`config.mk`:
```
export PLATFORM = sky130hd
export DESIGN_NAME = regfile_wb_arbiter_flat
export DESIGN_NICKNAME = d
export VERILOG_FILES = /design/src/rtl/regfile_wb_arbiter_if.sv /design/src/rtl/regfile_wb_arbiter.sv /design/src/flat_wrapper.sv
export SDC_FILE = /design/constraint.sdc
export NUM_CORES = 1
export LEC_CHECK = 0
export CAP_MARGIN = 40
export CELL_PAD_IN_SITES_DETAIL_PLACEMENT = 0
export CELL_PAD_IN_SITES_GLOBAL_PLACEMENT = 1
export CORE_MARGIN = 1.5
export CORE_UTILIZATION = 35
export CTS_BUF_LIST = sky130_fd_sc_hd__clkbuf_8
export CTS_CLUSTER_DIAMETER = 60
export DETAILED_ROUTE_END_ITERATION = 12
export PLACE_DENSITY_LB_ADDON = 0.1
export REMOVE_ABC_BUFFERS = 1
export SYNTH_ARGS = -nofsm -noshare
export SYNTH_HDL_FRONTEND = slang
export SYNTH_SLANG_ARGS = --single-unit
```
`constraint.sdc`:
```
create_clock -name clk -period 6.4 [get_ports clk]
set_input_delay 1.28 -clock clk [delete_from_list [all_inputs] [get_ports clk]]
set_output_delay 1.28 -clock clk [all_outputs]
set_load 0.02 [all_outputs]
```
`src/rtl/regfile_wb_arbiter_if.sv`:
```
// Writeback arbiter bus: pipeline/multicycle requests, scoreboard
// lookups and the single registered register-file write port.
interface regfile_wb_arbiter_if;
    logic        p_we;
    logic [4:0]  p_waddr;
    logic [31:0] p_wdata;
    logic        m_valid;
    logic [4:0]  m_waddr;
    logic [31:0] m_wdata;
    logic        m_ready;
    logic        issue_valid;
    logic [4:0]  issue_addr;
    logic [4:0]  chk_addr1;
    logic [4:0]  chk_addr2;
    logic        hazard1;
    logic        hazard2;
    logic        stall_req;
    logic        we;
    logic [4:0]  waddr;
    logic [31:0] wdata;

    modport slave (
        input  p_we, p_waddr, p_wdata,
        input  m_valid, m_waddr, m_wdata,
        input  issue_valid, issue_addr,
        input  chk_addr1, chk_addr2,
        output m_ready, hazard1, hazard2,
        output stall_req, we, waddr, wdata
    );

    modport master (
        output p_we, p_waddr, p_wdata,
        output m_valid, m_waddr, m_wdata,
        output issue_valid, issue_addr,
        output chk_addr1, chk_addr2,
        input  m_ready, hazard1, hazard2,
        input  stall_req, we, waddr, wdata
    );
endinterface

```
`src/rtl/regfile_wb_arbiter.sv`:
```
// Single-port register-file writeback arbiter with starvation guard
// and a busy scoreboard for outstanding multicycle destinations.
module regfile_wb_arbiter #(
    parameter int unsigned STARVE_LIMIT = 4
) (
    input logic                 clk,
    input logic                 rst,
    regfile_wb_arbiter_if.slave bus
);

    localparam logic [3:0] LIMIT = 4'(STARVE_LIMIT);

    logic        p_req;
    logic        sat;
    logic        gnt_p;
    logic        gnt_m;
    logic [3:0]  starve_cnt;
    logic [31:1] busy;
    logic [31:0] busy_v;
    logic [31:0] busy_nxt;

    assign p_req  = bus.p_we && (bus.p_waddr != 5'd0);
    assign sat    = (starve_cnt == LIMIT);
    assign busy_v = {busy, 1'b0};

    always_comb begin
        gnt_p = 1'b0;
        gnt_m = 1'b0;
        if (!rst) begin
            case ({p_req, bus.m_valid})
                2'b10:   gnt_p = 1'b1;
                2'b01:   gnt_m = 1'b1;
                2'b11: begin
                    gnt_m = sat;
                    gnt_p = !sat;
                end
                default: ;
            endcase
        end
    end

    assign bus.m_ready   = gnt_m;
    assign bus.stall_req = !rst && p_req && !gnt_p;
    assign bus.hazard1   = !rst && busy_v[bus.chk_addr1];
    assign bus.hazard2   = !rst && busy_v[bus.chk_addr2];

    // A same-cycle issue wins over the retiring write to the same register.
    always_comb begin
        busy_nxt = busy_v;
        if (gnt_m)
            busy_nxt[bus.m_waddr] = 1'b0;
        if (bus.issue_valid)
            busy_nxt[bus.issue_addr] = 1'b1;
    end

    always_ff @(posedge clk) begin
        if (rst) begin
            bus.we     <= 1'b0;
            bus.waddr  <= 5'd0;
            bus.wdata  <= 32'd0;
            busy       <= '0;
            starve_cnt <= 4'd0;
        end else begin
            busy <= busy_nxt[31:1];
            if (gnt_p) begin
                bus.we    <= 1'b1;
                bus.waddr <= bus.p_waddr;
                bus.wdata <= bus.p_wdata;
            end else if (gnt_m && bus.m_waddr != 5'd0) begin
                bus.we    <= 1'b1;
                bus.waddr <= bus.m_waddr;
                bus.wdata <= bus.m_wdata;
            end else begin
                bus.we <= 1'b0;
            end
            if (bus.m_valid && !gnt_m)
                starve_cnt <= sat ? starve_cnt : starve_cnt + 4'd1;
            else
                starve_cnt <= 4'd0;
        end
    end

endmodule

```
`src/flat_wrapper.sv`:
```
// flat-port wrapper written by rule: the top's interface ports become plain ports
module regfile_wb_arbiter_flat 
#(
    parameter int unsigned STARVE_LIMIT = 4
)
  (clk, rst, bus_p_we, bus_p_waddr, bus_p_wdata, bus_m_valid, bus_m_waddr, bus_m_wdata, bus_issue_valid, bus_issue_addr, bus_chk_addr1, bus_chk_addr2, bus_m_ready, bus_hazard1, bus_hazard2, bus_stall_req, bus_we, bus_waddr, bus_wdata);
  regfile_wb_arbiter_if bus_i ();
  input logic clk;
  input logic rst;
  input wire logic [$bits(bus_i.p_we)-1:0] bus_p_we;
  input wire logic [$bits(bus_i.p_waddr)-1:0] bus_p_waddr;
  input wire logic [$bits(bus_i.p_wdata)-1:0] bus_p_wdata;
  input wire logic [$bits(bus_i.m_valid)-1:0] bus_m_valid;
  input wire logic [$bits(bus_i.m_waddr)-1:0] bus_m_waddr;
  input wire logic [$bits(bus_i.m_wdata)-1:0] bus_m_wdata;
  input wire logic [$bits(bus_i.issue_valid)-1:0] bus_issue_valid;
  input wire logic [$bits(bus_i.issue_addr)-1:0] bus_issue_addr;
  input wire logic [$bits(bus_i.chk_addr1)-1:0] bus_chk_addr1;
  input wire logic [$bits(bus_i.chk_addr2)-1:0] bus_chk_addr2;
  output wire logic [$bits(bus_i.m_ready)-1:0] bus_m_ready;
  output wire logic [$bits(bus_i.hazard1)-1:0] bus_hazard1;
  output wire logic [$bits(bus_i.hazard2)-1:0] bus_hazard2;
  output wire logic [$bits(bus_i.stall_req)-1:0] bus_stall_req;
  output wire logic [$bits(bus_i.we)-1:0] bus_we;
  output wire logic [$bits(bus_i.waddr)-1:0] bus_waddr;
  output wire logic [$bits(bus_i.wdata)-1:0] bus_wdata;
  assign bus_i.p_we = bus_p_we;
  assign bus_i.p_waddr = bus_p_waddr;
  assign bus_i.p_wdata = bus_p_wdata;
  assign bus_i.m_valid = bus_m_valid;
  assign bus_i.m_waddr = bus_m_waddr;
  assign bus_i.m_wdata = bus_m_wdata;
  assign bus_i.issue_valid = bus_issue_valid;
  assign bus_i.issue_addr = bus_issue_addr;
  assign bus_i.chk_addr1 = bus_chk_addr1;
  assign bus_i.chk_addr2 = bus_chk_addr2;
  assign bus_m_ready = bus_i.m_ready;
  assign bus_hazard1 = bus_i.hazard1;
  assign bus_hazard2 = bus_i.hazard2;
  assign bus_stall_req = bus_i.stall_req;
  assign bus_we = bus_i.we;
  assign bus_waddr = bus_i.waddr;
  assign bus_wdata = bus_i.wdata;
  regfile_wb_arbiter #(.STARVE_LIMIT(STARVE_LIMIT)) u_core (.clk(clk), .rst(rst), .bus(bus_i));
endmodule
```
==> metrics.md <==
| Metric | Value |
|---|---|
| Final Power | `1060 uW` |
| DIE HEIGHT | `109 microns` |
| H-tree levels | `3` |
| Design Area, Final | `0.00545 sq mm` |
| ANT cells | `0` |
| DRC | `0` |
| Drt first pass iters | `4` |
| Compound-gate portion of the synthesized area | `29.0%` |
| Share of layout cells above drive strength 1 | `8.79%` |
| Detailed placer's ending HPWL | `8990 microns` |
| Slew of the pin with the lowest slew margin | `0.840 ns` |
| Number of global-route vias before repair | `4038` |
| IO Pins | `136` |
| Layout area overhead | `39.1%` |
| PortBufs | `135` |
| Endpoints failing setup | `0` |
| Leakage | `0.00178 uW` |
| Fmax | `197 MHz` |
| Mux share of post-synthesis cell area | `10.7%` |
| Synth warn | `0` |
| Antenna violations before repair | `0` |
| Yosys top cell area share | `37.3%` |
| Die Width | `109 microns` |
| Clk slew on worst S/H paths | `0.07 ns` |
| Met3 global-route usage | `7.35%` |
| Core area | `0.0109 sq mm` |
| Clk buf depth | `2` |
| PwrDens | `195 mW/mm^2` |
| Dpl cell area | `0.00529 sq mm` |
| All-Layer GR Usage | `23.2%` |
| Synth unique cells | `35` |
| Hold/Removal Path Class | `reg2reg` |
| Final Non-Filler Cells | `686` |
| Final layout net count | `638` |
| Largest family of logic cells by synthesized area | `compound AO/OA/AOI/OAI gates` |
| Critical Path RT | `5.12 ns` |
| ANT nets after route | `0` |
| Root Buffer | `clkbuf_8` |
| Syn_area_per_cell | `8.93 sq um` |
| Crit path max-delay cell type | `clkdlybuf4s50_1` |
| Post-CTS setup buffers | `0` |
| CP max FO | `7` |
| Congestion Overflow GR | `0` |
| Final Hold Fails | `0` |
| Met2 usage | `35.2%` |
| Num CTS Buffers | `9` |
| Critical path data arrival time | `3.79 ns` |
| Initial Util | `36.0%` |
| Wirelength per Cell | `19.8 microns` |
| Cts repair resizes | `0` |
| CTS tree | `yes` |
| Worst setup EP type | `primary output` |
| Max incr delay on CP | `0.70 ns` |
| Adder-Cell Fraction of Synth Area | `0.638%` |
| Initial DRC count | `204` |
| Fin Clk Skew | `0.00655 ns` |
| Fin Hold WS | `0.485 ns` |
| Busiest grt layer | `met2` |
| CP cell instances | `clkdlybuf4s50_1, mux4_2, mux4_2, o2111a_1, clkdlybuf4s50_1` |
| Gpl congestion | `0.887` |
| Final period utilization | `79.2%` |
| CTS Hold Bufs | `0` |
| Fillcell total | `1072` |
| #FFs+latches synth | `73` |
| Largest net degree at the start of global routing | `75` |
| FP Rows | `38` |
| Wirelength, routed | `13600 microns` |
| Leading area contributor after synthesis | `dfxtp_1` |
| Simple-Gate Fraction of Synth Area | `14.7%` |
| Worst IR Drop VDD | `0.0000833 V` |
| Largest cells by area after synthesis | `dfxtp_1, mux4_2, o31ai_1, a31oi_1, nand3_1` |
| Mapped cell area | `0.00392 sq mm` |
| Placed instance count | `671` |
| Synth Area in XOR/XNOR | `0.223%` |
| Status | `finished, final reports clean` |
| Min Clock Period, post-route | `5.07 ns` |
| Unrepaired setup endpoints after global routing | `false` |
| Total Neg Setup Slack | `0 ns` |
| WP buf/inv | `2` |
| Max Cap Violations | `0` |
| Post-synthesis sequential area ratio | `37.3%` |
| First-pass GRT wire length | `21100 microns` |
| Relative slew slack | `44.0%` |
| Synth Instances | `439` |
| Vias | `4079` |
| Met1 usage | `30.8%` |
| Max Transition Viols Final | `0` |
| Crit start category | `input pin` |
| WS Path Type | `in2out` |
| CTS Sinks | `73` |
| Clk_lat worst skew | `0.34 ns` |
| CP delay by family, top | `buffers and inverters` |
| Die Area | `0.0118 sq mm` |
| Via-to-Cell Ratio | `5.95` |
==> power breakdown <==
group | total, uW | internal (uW) | switching (uW)
logic | 254 | 124 | 130
clock network | 317 | 145 | 171
registers | 492 | 478 | 13.9
==> layer usage <==
| layer | wire length (microns) | part of all wire (%) |
|---|---|---|
| met1 | 6090 | 45 |
| met4 | 315 | 2.3 |
| met5 | 0 | 0 |
| met2 | 6200 | 46 |
| met3 | 996 | 7.3 |
==> flip-flops by register name (all words and copies together), names as in the netlist <==
| register | flops |
|---|---|
| u_core.bus.waddr | 5 |
| u_core.starve_cnt | 4 |
| u_core.busy | 31 |
| u_core.bus.wdata | 32 |
| u_core.bus.we | 1 |
==> worst register-to-register path, stage by stage (launching register included) <==
cell and delay (ns):
dfxtp_1 0.38, inv_1 0.06, ha_1 0.23, nand4b_1 0.15
o211a_2 0.21, buf_4 0.61, nand3_1 0.22, a31oi_1 0.20
==> cells in the mapped netlist (all sizes together) <==
cell type  instances
a21oi              1
a31oi             37
buf               14
clkbuf            36
dfxtp             73
ha                 2
inv               21
mux2i              6
mux4              16
nand2              5
nand2b             2
nand3             43
nand3b            12
nand4              1
nand4b             1
nor2              10
nor3               1
nor4              15
o2111a             2
o211a              2
o211ai             1
o21a               2
o21ai             56
o311ai            16
o31ai             37
o32ai             15
or2                2
or3                3
or3b               5
or4                1
xnor2              1
==> layout make-up <==
cell class / instances / area, sq um / area share [%]
inverters: 21 / 78.8 / 1.45
clock inverters: 5 / 25.0 / 0.459
well taps: 140 / 175 / 3.21
flip-flops and latches: 73 / 1460 / 26.8
multi-input cells: 295 / 2160 / 39.7
repair buffers: 142 / 1410 / 25.9
clock buffers: 10 / 138 / 2.52
==> worst paths after layout <==
path	startpoint	end	slack, ns	cells past startpoint
worst max-delay path	bus_chk_addr2[1]	bus_hazard2	1.33	5
worst min-delay path	u_core.starve_cnt[0]	u_core.starve_cnt[0]	0.49	1
worst max register to register	u_core.starve_cnt[0]	u_core.bus.waddr[3]	4.27	7
worst min register to register	u_core.starve_cnt[0]	u_core.starve_cnt[0]	0.49	1
==> cells in the final DEF, fill, tap and decap left out, drive strengths merged, types with 3 or more instances in the layout <==
master / count
dfxtp: 73
nor2: 10
clkdlybuf4s50: 134
clkbuf: 10
buf: 8
inv: 23
o32ai: 15
nor4: 15
o21ai: 56
a31oi: 37
nand3b: 12
o311ai: 16
or3: 3
nand2: 5
mux4: 16
nand3: 43
o31ai: 37
mux2i: 6
or3b: 5
==> cells by family after synthesis <==
logic type | count (synthesis)
adders and majority gates | 2
and+or+nand+nor | 101
DFF | 73
AOI/OAI and AO/OA | 169
muxes | 22
buffers and inverters | 71
xor gates and xnor gates | 1
==> per-stage QoR <==
step	worst slack [ns]	util (%)
6_report	1.33	50.1
2_1_floorplan	1.25	-
3_3_place_gp	1.36	48.4
4_1_cts	1.33	50.1
5_1_grt	1.24	50.1
3_5_place_dp	1.34	48.6
Power figures use the tool's default switching activity.
